--- src/rtl/rom_reader_pkg.sv ---
// Shared constants and FSM state encoding for rom_reader and the rom it drives.
package rom_reader_pkg;

    localparam int ROM_ADDR_W = 3;
    localparam int ROM_DATA_W = 8;

    typedef enum logic [1:0] {
        ST_IDLE  = 2'd0,
        ST_FETCH = 2'd1,
        ST_HOLD  = 2'd2,
        ST_DONE  = 2'd3
    } state_e;

endpackage

--- src/rtl/rom_reader_addr_ctr.sv ---
// Current/last address registers for rom_reader: loads a range, steps with wrap, flags the final address.
module rom_reader_addr_ctr
    import rom_reader_pkg::*;
#(
    parameter int ADDR_W = ROM_ADDR_W
) (
    input  logic              clk,
    input  logic              rst,
    input  logic              load,
    input  logic              inc,
    input  logic [ADDR_W-1:0] start_addr,
    input  logic [ADDR_W-1:0] end_addr,
    output logic [ADDR_W-1:0] cur,
    output logic              is_last
);

    logic [ADDR_W-1:0] cur_q, cur_d;
    logic [ADDR_W-1:0] last_q, last_d;

    // Increment relies on natural ADDR_W-bit overflow for the wrap to 0.
    always_comb begin
        cur_d  = cur_q;
        last_d = last_q;
        if (load) begin
            cur_d  = start_addr;
            last_d = end_addr;
        end else if (inc) begin
            cur_d = cur_q + 1'b1;
        end
    end

    always_ff @(posedge clk) begin
        if (rst) begin
            cur_q  <= '0;
            last_q <= '0;
        end else begin
            cur_q  <= cur_d;
            last_q <= last_d;
        end
    end

    assign cur     = cur_q;
    assign is_last = (cur_q == last_q);

endmodule

--- src/rtl/rom_reader.sv ---
// Walks an inclusive, wrapping ROM address range and streams the words out over valid/ready.
// Optional XOR checksum of streamed words when ROM_READER_CHECKSUM_EN is defined.
module rom_reader
    import rom_reader_pkg::*;
#(
    parameter int ADDR_W = ROM_ADDR_W,
    parameter int DATA_W = ROM_DATA_W
) (
    input  logic              clk,
    input  logic              rst,
    input  logic              start,
    input  logic [ADDR_W-1:0] start_addr,
    input  logic [ADDR_W-1:0] end_addr,
    output logic              busy,
    output logic [ADDR_W-1:0] rom_addr,
    input  logic [DATA_W-1:0] rom_data,
    output logic [DATA_W-1:0] out_data,
    output logic              out_valid,
    input  logic              out_ready,
    output logic              out_last,
    output logic              done,
    output logic [DATA_W-1:0] checksum
);

    state_e            state_q, state_d;
    logic [DATA_W-1:0] out_data_q, out_data_d;
    logic              out_valid_q, out_valid_d;
    logic              out_last_q, out_last_d;
    logic              done_q, done_d;
    logic              ctr_load, ctr_inc;
    logic [ADDR_W-1:0] cur;
    logic              is_last;

    rom_reader_addr_ctr #(.ADDR_W(ADDR_W)) u_addr_ctr (
        .clk        (clk),
        .rst        (rst),
        .load       (ctr_load),
        .inc        (ctr_inc),
        .start_addr (start_addr),
        .end_addr   (end_addr),
        .cur        (cur),
        .is_last    (is_last)
    );

    always_comb begin
        state_d     = state_q;
        out_data_d  = out_data_q;
        out_valid_d = out_valid_q;
        out_last_d  = out_last_q;
        done_d      = 1'b0;
        ctr_load    = 1'b0;
        ctr_inc     = 1'b0;
        case (state_q)
            ST_IDLE: begin
                if (start) begin
                    ctr_load = 1'b1;
                    state_d  = ST_FETCH;
                end
            end
            ST_FETCH: begin
                out_data_d  = rom_data;
                out_valid_d = 1'b1;
                out_last_d  = is_last;
                state_d     = ST_HOLD;
            end
            ST_HOLD: begin
                if (out_ready) begin
                    out_valid_d = 1'b0;
                    out_last_d  = 1'b0;
                    if (out_last_q) begin
                        done_d  = 1'b1;
                        state_d = ST_DONE;
                    end else begin
                        ctr_inc = 1'b1;
                        state_d = ST_FETCH;
                    end
                end
            end
            default: begin
                state_d = ST_IDLE;
            end
        endcase
    end

    always_ff @(posedge clk) begin
        if (rst) begin
            state_q     <= ST_IDLE;
            out_data_q  <= '0;
            out_valid_q <= 1'b0;
            out_last_q  <= 1'b0;
            done_q      <= 1'b0;
        end else begin
            state_q     <= state_d;
            out_data_q  <= out_data_d;
            out_valid_q <= out_valid_d;
            out_last_q  <= out_last_d;
            done_q      <= done_d;
        end
    end

`ifdef ROM_READER_CHECKSUM_EN
    logic [DATA_W-1:0] checksum_q, checksum_d;

    always_comb begin
        checksum_d = checksum_q;
        if (ctr_load) begin
            checksum_d = '0;
        end else if (out_valid_q && out_ready) begin
            checksum_d = checksum_q ^ out_data_q;
        end
    end

    always_ff @(posedge clk) begin
        if (rst) begin
            checksum_q <= '0;
        end else begin
            checksum_q <= checksum_d;
        end
    end

    assign checksum = checksum_q;
`else
    assign checksum = '0;
`endif

    assign busy      = (state_q != ST_IDLE);
    assign rom_addr  = cur;
    assign out_data  = out_data_q;
    assign out_valid = out_valid_q;
    assign out_last  = out_last_q;
    assign done      = done_q;

endmodule

--- config.mk ---
export PLATFORM = sky130hd
export DESIGN_NAME = rom_reader
export DESIGN_NICKNAME = d
export VERILOG_FILES = /design/src/rtl/rom_reader_pkg.sv /design/src/rtl/rom_reader_addr_ctr.sv /design/src/rtl/rom_reader.sv
export SDC_FILE = /design/constraint.sdc
export NUM_CORES = 1
export LEC_CHECK = 0
export ABC_AREA = 1
export CORE_MARGIN = 4
export CORE_UTILIZATION = 40
export CTS_CLUSTER_DIAMETER = 120
export DETAILED_ROUTE_END_ITERATION = 16
export PLACE_DENSITY = 0.87
export SYNTH_ARGS = -nofsm -noshare
export SYNTH_HDL_FRONTEND = slang
export SYNTH_SLANG_ARGS = --single-unit
--- constraint.sdc ---
create_clock -name clk -period 2 [get_ports clk]
set_input_delay 0.4 -clock clk [delete_from_list [all_inputs] [get_ports clk]]
set_output_delay 0.4 -clock clk [all_outputs]
set_load 0.02 [all_outputs]
# [Word level (Yosys, flattened, before mapping)]
# Cells that the tools add are included.
[totals] input_bits=18 out_inout_bits=23 regBits=19
[op_classes] n_reduce_logical=7 muxes=15 bitwise_logic=2 addsub=1 n_eq_ne=5
[op_table] op="$mux 1" count=7
[op_table] op="$mux 2" count=3
[op_table] op="$mux 3" count=2
[op_table] op="$pmux 2 s3" count=1
[op_table] op="$reduce_bool 2->1" count=3
[op_table] op="$ne 2x2->1 const B" count=2
[op_table] op="$pmux 1 s2" count=2
[op_table] op="$reduce_and 2->1" count=2
[op_table] op="$add 3x1->3 const B" count=1
[op_table] op="$eq 3x3->1" count=1
[op_table] op="$reduce_or 3->1" count=1
[op_table] op="$eq 2x1->1 const B" count=1
[op_table] op="$eq 2x2->1 const B" count=1
[op_table] op="$logic_not 2->1" count=1
[op_table] op="$not 1->1" count=2

# [Logic depth before layout (Yosys ltp)]
[logic_depth] depth_word=5 ltp_mapped=8 depth_no_buf=8

# [Cells and area by module]
# Synthesis repeated with hierarchy kept, for this count alone.
[hier_totals] hier_cells=116 hier_area_um2=860.8
[modules_own_cells] module="rom_reader" area_each_um2=549.3 instances=1 cells_each=73 seq_area_each_um2=260.2
[modules_own_cells] module="rom_reader_addr_ctr" area_each_um2=311.5 instances=1 cells_each=43 seq_area_each_um2=120.1

# [Least setup slack after synthesis]
# No wires, ideal clock.
[synth_path] path_kind="register -> register" from="register u_addr_ctr.cur_q[0], in the netlist u_addr_ctr.cur[0]" to="register u_addr_ctr.cur_q[2], in the netlist u_addr_ctr.cur[2]" setup_ns=0.111 path_buffers=0 slack_ns=0.876 period_less_slack_ns=1.124 stages_incl_launch_ff=9 required_ns=1.889 arrival_time_ns=1.013 cell_sequence="dfxtp_1 ha_1 inv_1 nand2_1 nand2_1 nand2_1 nand2_1 nor2_1 nor2_1"
[synth_via] elab_chain_cells=3
[synth_rtl] element="start: declaration" line="rom_reader_addr_ctr.sv:17" source="logic [ADDR_W-1:0] cur_q, cur_d;"
[synth_rtl] element="start signal: assignment" line="rom_reader_addr_ctr.sv:37" source="cur_q <= cur_d;"
[synth_rtl] element="$add 3x1->3" line="rom_reader_addr_ctr.sv:28" source="cur_d = cur_q + 1'b1;"
[synth_rtl] element="$mux 3" line="rom_reader_addr_ctr.sv:27" source="end else if (inc) begin"
[synth_rtl] element="$mux 3" line="rom_reader_addr_ctr.sv:24" source="if (load) begin"
# Every way passes these cells. The select of a mux whose other input is x is not followed.
# A chain may end at the register's enable or synchronous reset.

# [Final worst setup path]
[layout_path] from="register state_q[0]" to="output port busy"
[layout_via] elab_chain_cells=1
[layout_rtl] element="start: declaration" line="rom_reader.sv:25" source="state_e state_q, state_d;"
[layout_rtl] element="start signal: assignment" line="rom_reader.sv:93" source="state_q <= state_d;"
[layout_rtl] element="$reduce_bool 2->1" line="rom_reader.sv:126" source="assign busy = (state_q != ST_IDLE);"
[layout_rtl] element="end: declaration" line="rom_reader.sv:14" source="output logic busy,"
# Every way passes these cells.

==> results.json <==
{
  "dpl_cell_area_mm2": 0.00117,
  "layout.nets": 174,
  "status": "completed",
  "cp_data_arrival_time_ns": 1.45,
  "cts_resized": 0,
  "hold_violations": 0,
  "clk_pin_slew_ns": 0.10,
  "htreeDepth": 1,
  "syn_inst": 122,
  "boundaryPins": 41,
  "drt-pass1-iter-count": 4,
  "initial_core_util_pct": 43.2,
  "critPathBufInv": 2,
  "worst-r2r-setup-slack_ns": 0.74,
  "critPathKind": "reg -> out",
  "cts_sinks": 19,
  "cp_max_fo": 4,
  "ir_worst_vdd_uv": 404,
  "overflow": 0,
  "root_buffer": "clkbuf_4",
  "grt_usage_pct": 13.4,
  "fin_crit_sh_pct": 92.7,
  "route.detailed.drc": 0,
  "ant_nets": 0,
  "post-route-cell-area_mm2": 0.00120,
  "clock_latency_ns": 0.29,
  "seq_area_um2": 380,
  "drt-initial-drc-count": 13,
  "grt_pass1_vias": 730,
  "critPathMaxStageDelay_ns": 0.61,
  "cts_setup_buffers": 0,
  "cts_buffers": 3,
  "place.detailed.hpwl_mm": 1.49,
  "fmax_mhz": 539,
  "num_vias": 821,
  "clk_path_buf_depth": 2,
  "routed_wl_mm": 1.93,
  "yosysUniqueCellTypes": 18,
  "synth_warnings": 0,
  "slew_viol_final": 0,
  "multi_input_area_um2": 397,
  "cp_top_family": "buffers and inverters",
  "fill_cells": 193,
  "required_ns": 1.60,
  "die_w_um": 54.7,
  "hold_path_class": "reg -> reg",
  "antenna_found_initial": 0,
  "cp-end-kind": "output pin",
  "die_area_mm2": 0.00299,
  "syn_to_final_growth_pct": 37.2,
  "via_per_inst": 4.54,
  "synth_area_leader_cell": "dfxtp_1",
  "synth_top_area_share_pct": 43.6,
  "wire_per_inst_um": 10.7,
  "core_mm2": 0.00202,
  "synth_seq_cells": 19,
  "cts-hold-fix-buffers": 0,
  "timing.max_cap.violations": 0,
  "cts_tree": "built",
  "powerDensity_mw_per_mm2": 776,
  "rsz0062_at_grt": "no",
  "diodes": 0,
  "drive_gt1_share_pct": 4.55,
  "rr_endpoint": "state_q[1]",
  "period_minus_slack_ns": 1.85,
  "cp_num_cells": 3,
  "whs_ns": 0.487,
  "seq_area_frac_synth_pct": 43.6,
  "hp-start": "out_valid",
  "fin_skew_ns": 0.00458,
  "cellLeakagePower_uw": 0.000521,
  "whs_endpoint": "out_valid",
  "portBuffers": 32,
  "r2r-start": "state_q[1]",
  "grt_max_degree": 18,
  "grt_pass1_wl_mm": 2.85,
  "postLayoutCoreUtil_pct": 59.3,
  "finalSetupViolations": 0,
  "syn_area_um2": 873,
  "ff2ff_path_depth": 5,
  "syn_avg_cell_area_um2": 7.16,
  "synth_area_leaders": "dfxtp_1 44%, nor2_1 13%, o21ai_0 8.0%",
  "rows": 16,
  "crit_chain": "nor2_2, inv_1, clkdlybuf4s50_1",
  "min_path_cells": 2,
  "die_h_um": 54.7,
  "startpoint_type": "register",
  "gp_congestion": 0.832,
  "crit_slowest_cell": "clkdlybuf4s50_1",
  "finalSetupTns_ns": 0
}
[worst register-to-register path: stages (launching register included)]
cell and delay [ns]:
dfxtp_1 0.36, inv_1 0.07, nand2_1 0.29, inv_2 0.16, o21ai_0 0.20, a21oi_1 0.06
[cell usage after synthesis (all sizes together)]
cell    number
ha           1
nand3        3
nor2        33
nand4        2
o21ai       14
buf         11
inv         11
nand2       19
xnor2        3
a21oi        4
conb         1
dfxtp       19
nand3b       1
[layer usage]
metal	up-vias	routed length (µm)	global-route usage, %
met4	0	25	7.05
met5	-	0	0
met2	31	917	22.6
met3	4	148	3.27
met1	358	841	15.5
li1	428	-	-
[where the power goes]
part	switching, µW	leakage, µW	internal (µW)
Sequential	31.9	0.000157	420
Clock	105	0.0000150	77.5
Combinational	159	0.000349	136
Total	296	0.000521	634
[through the flow]
stage               total power (µW)  instances  setup WS (ns)
floorplan                        646        129          0.876
global placement                 746        177          0.417
detailed placement               756        177          0.359
CTS                              941        181          0.134
global route                     991        181         0.0611
finish                           930        181          0.145
[how the worst max path moves through the flow]
stage	start	end	slack [ns]
floorplan	u_addr_ctr.cur[0]	u_addr_ctr.cur[2]	0.88
global placement	rst	state_q[1]	0.42
detailed placement	out_ready	u_addr_ctr.cur[2]	0.36
CTS	state_q[0]	busy	0.13
global route	state_q[0]	busy	0.06
finish	state_q[0]	busy	0.15
[cells by family (layout without fill, tap and decap cells)]
| family | count (synthesis) | after routing | share of synthesized area, % |
|---|---|---|---|
| simple gates | 58 | 58 | 27.2 |
| buf+inv | 22 | 47 | 14.0 |
| flops | 19 | 19 | 43.6 |
| compound gates | 18 | 18 | 10.3 |
| xor+xnor | 3 | 3 | 3.01 |
| fa+ha+maj | 1 | 1 | 1.43 |
| other cells | 1 | 8 | 0.429 |
[area by class of cell]
type                    count  area share, %
well taps                  27           2.82
inverters                  11           3.44
multi-input cells          88           33.1
clock buffers               4           2.19
flip-flops and latches     19           31.7
repair buffers             32           26.7
[cells in the final DEF, fill, tap and decap left out, drive strengths merged]
cell type	Yosys	final
nand4	2	2
o21ai	14	14
inv	11	11
nand3	3	3
nand2	19	19
xnor2	3	3
conb	1	8
clkbuf	0	4
dfxtp	19	19
nor2	33	33
a21oi	4	4
nand3b	1	1
ha	1	1
clkdlybuf4s50	0	32
[flip-flops by register name, indices dropped and copies added, names as in the netlist]
signal,flops
done,1
out_data,8
out_last,1
out_valid,1
state_q,2
u_addr_ctr.cur,3
u_addr_ctr.last_q,3
Note: power is estimated with default switching activity, not from simulation.
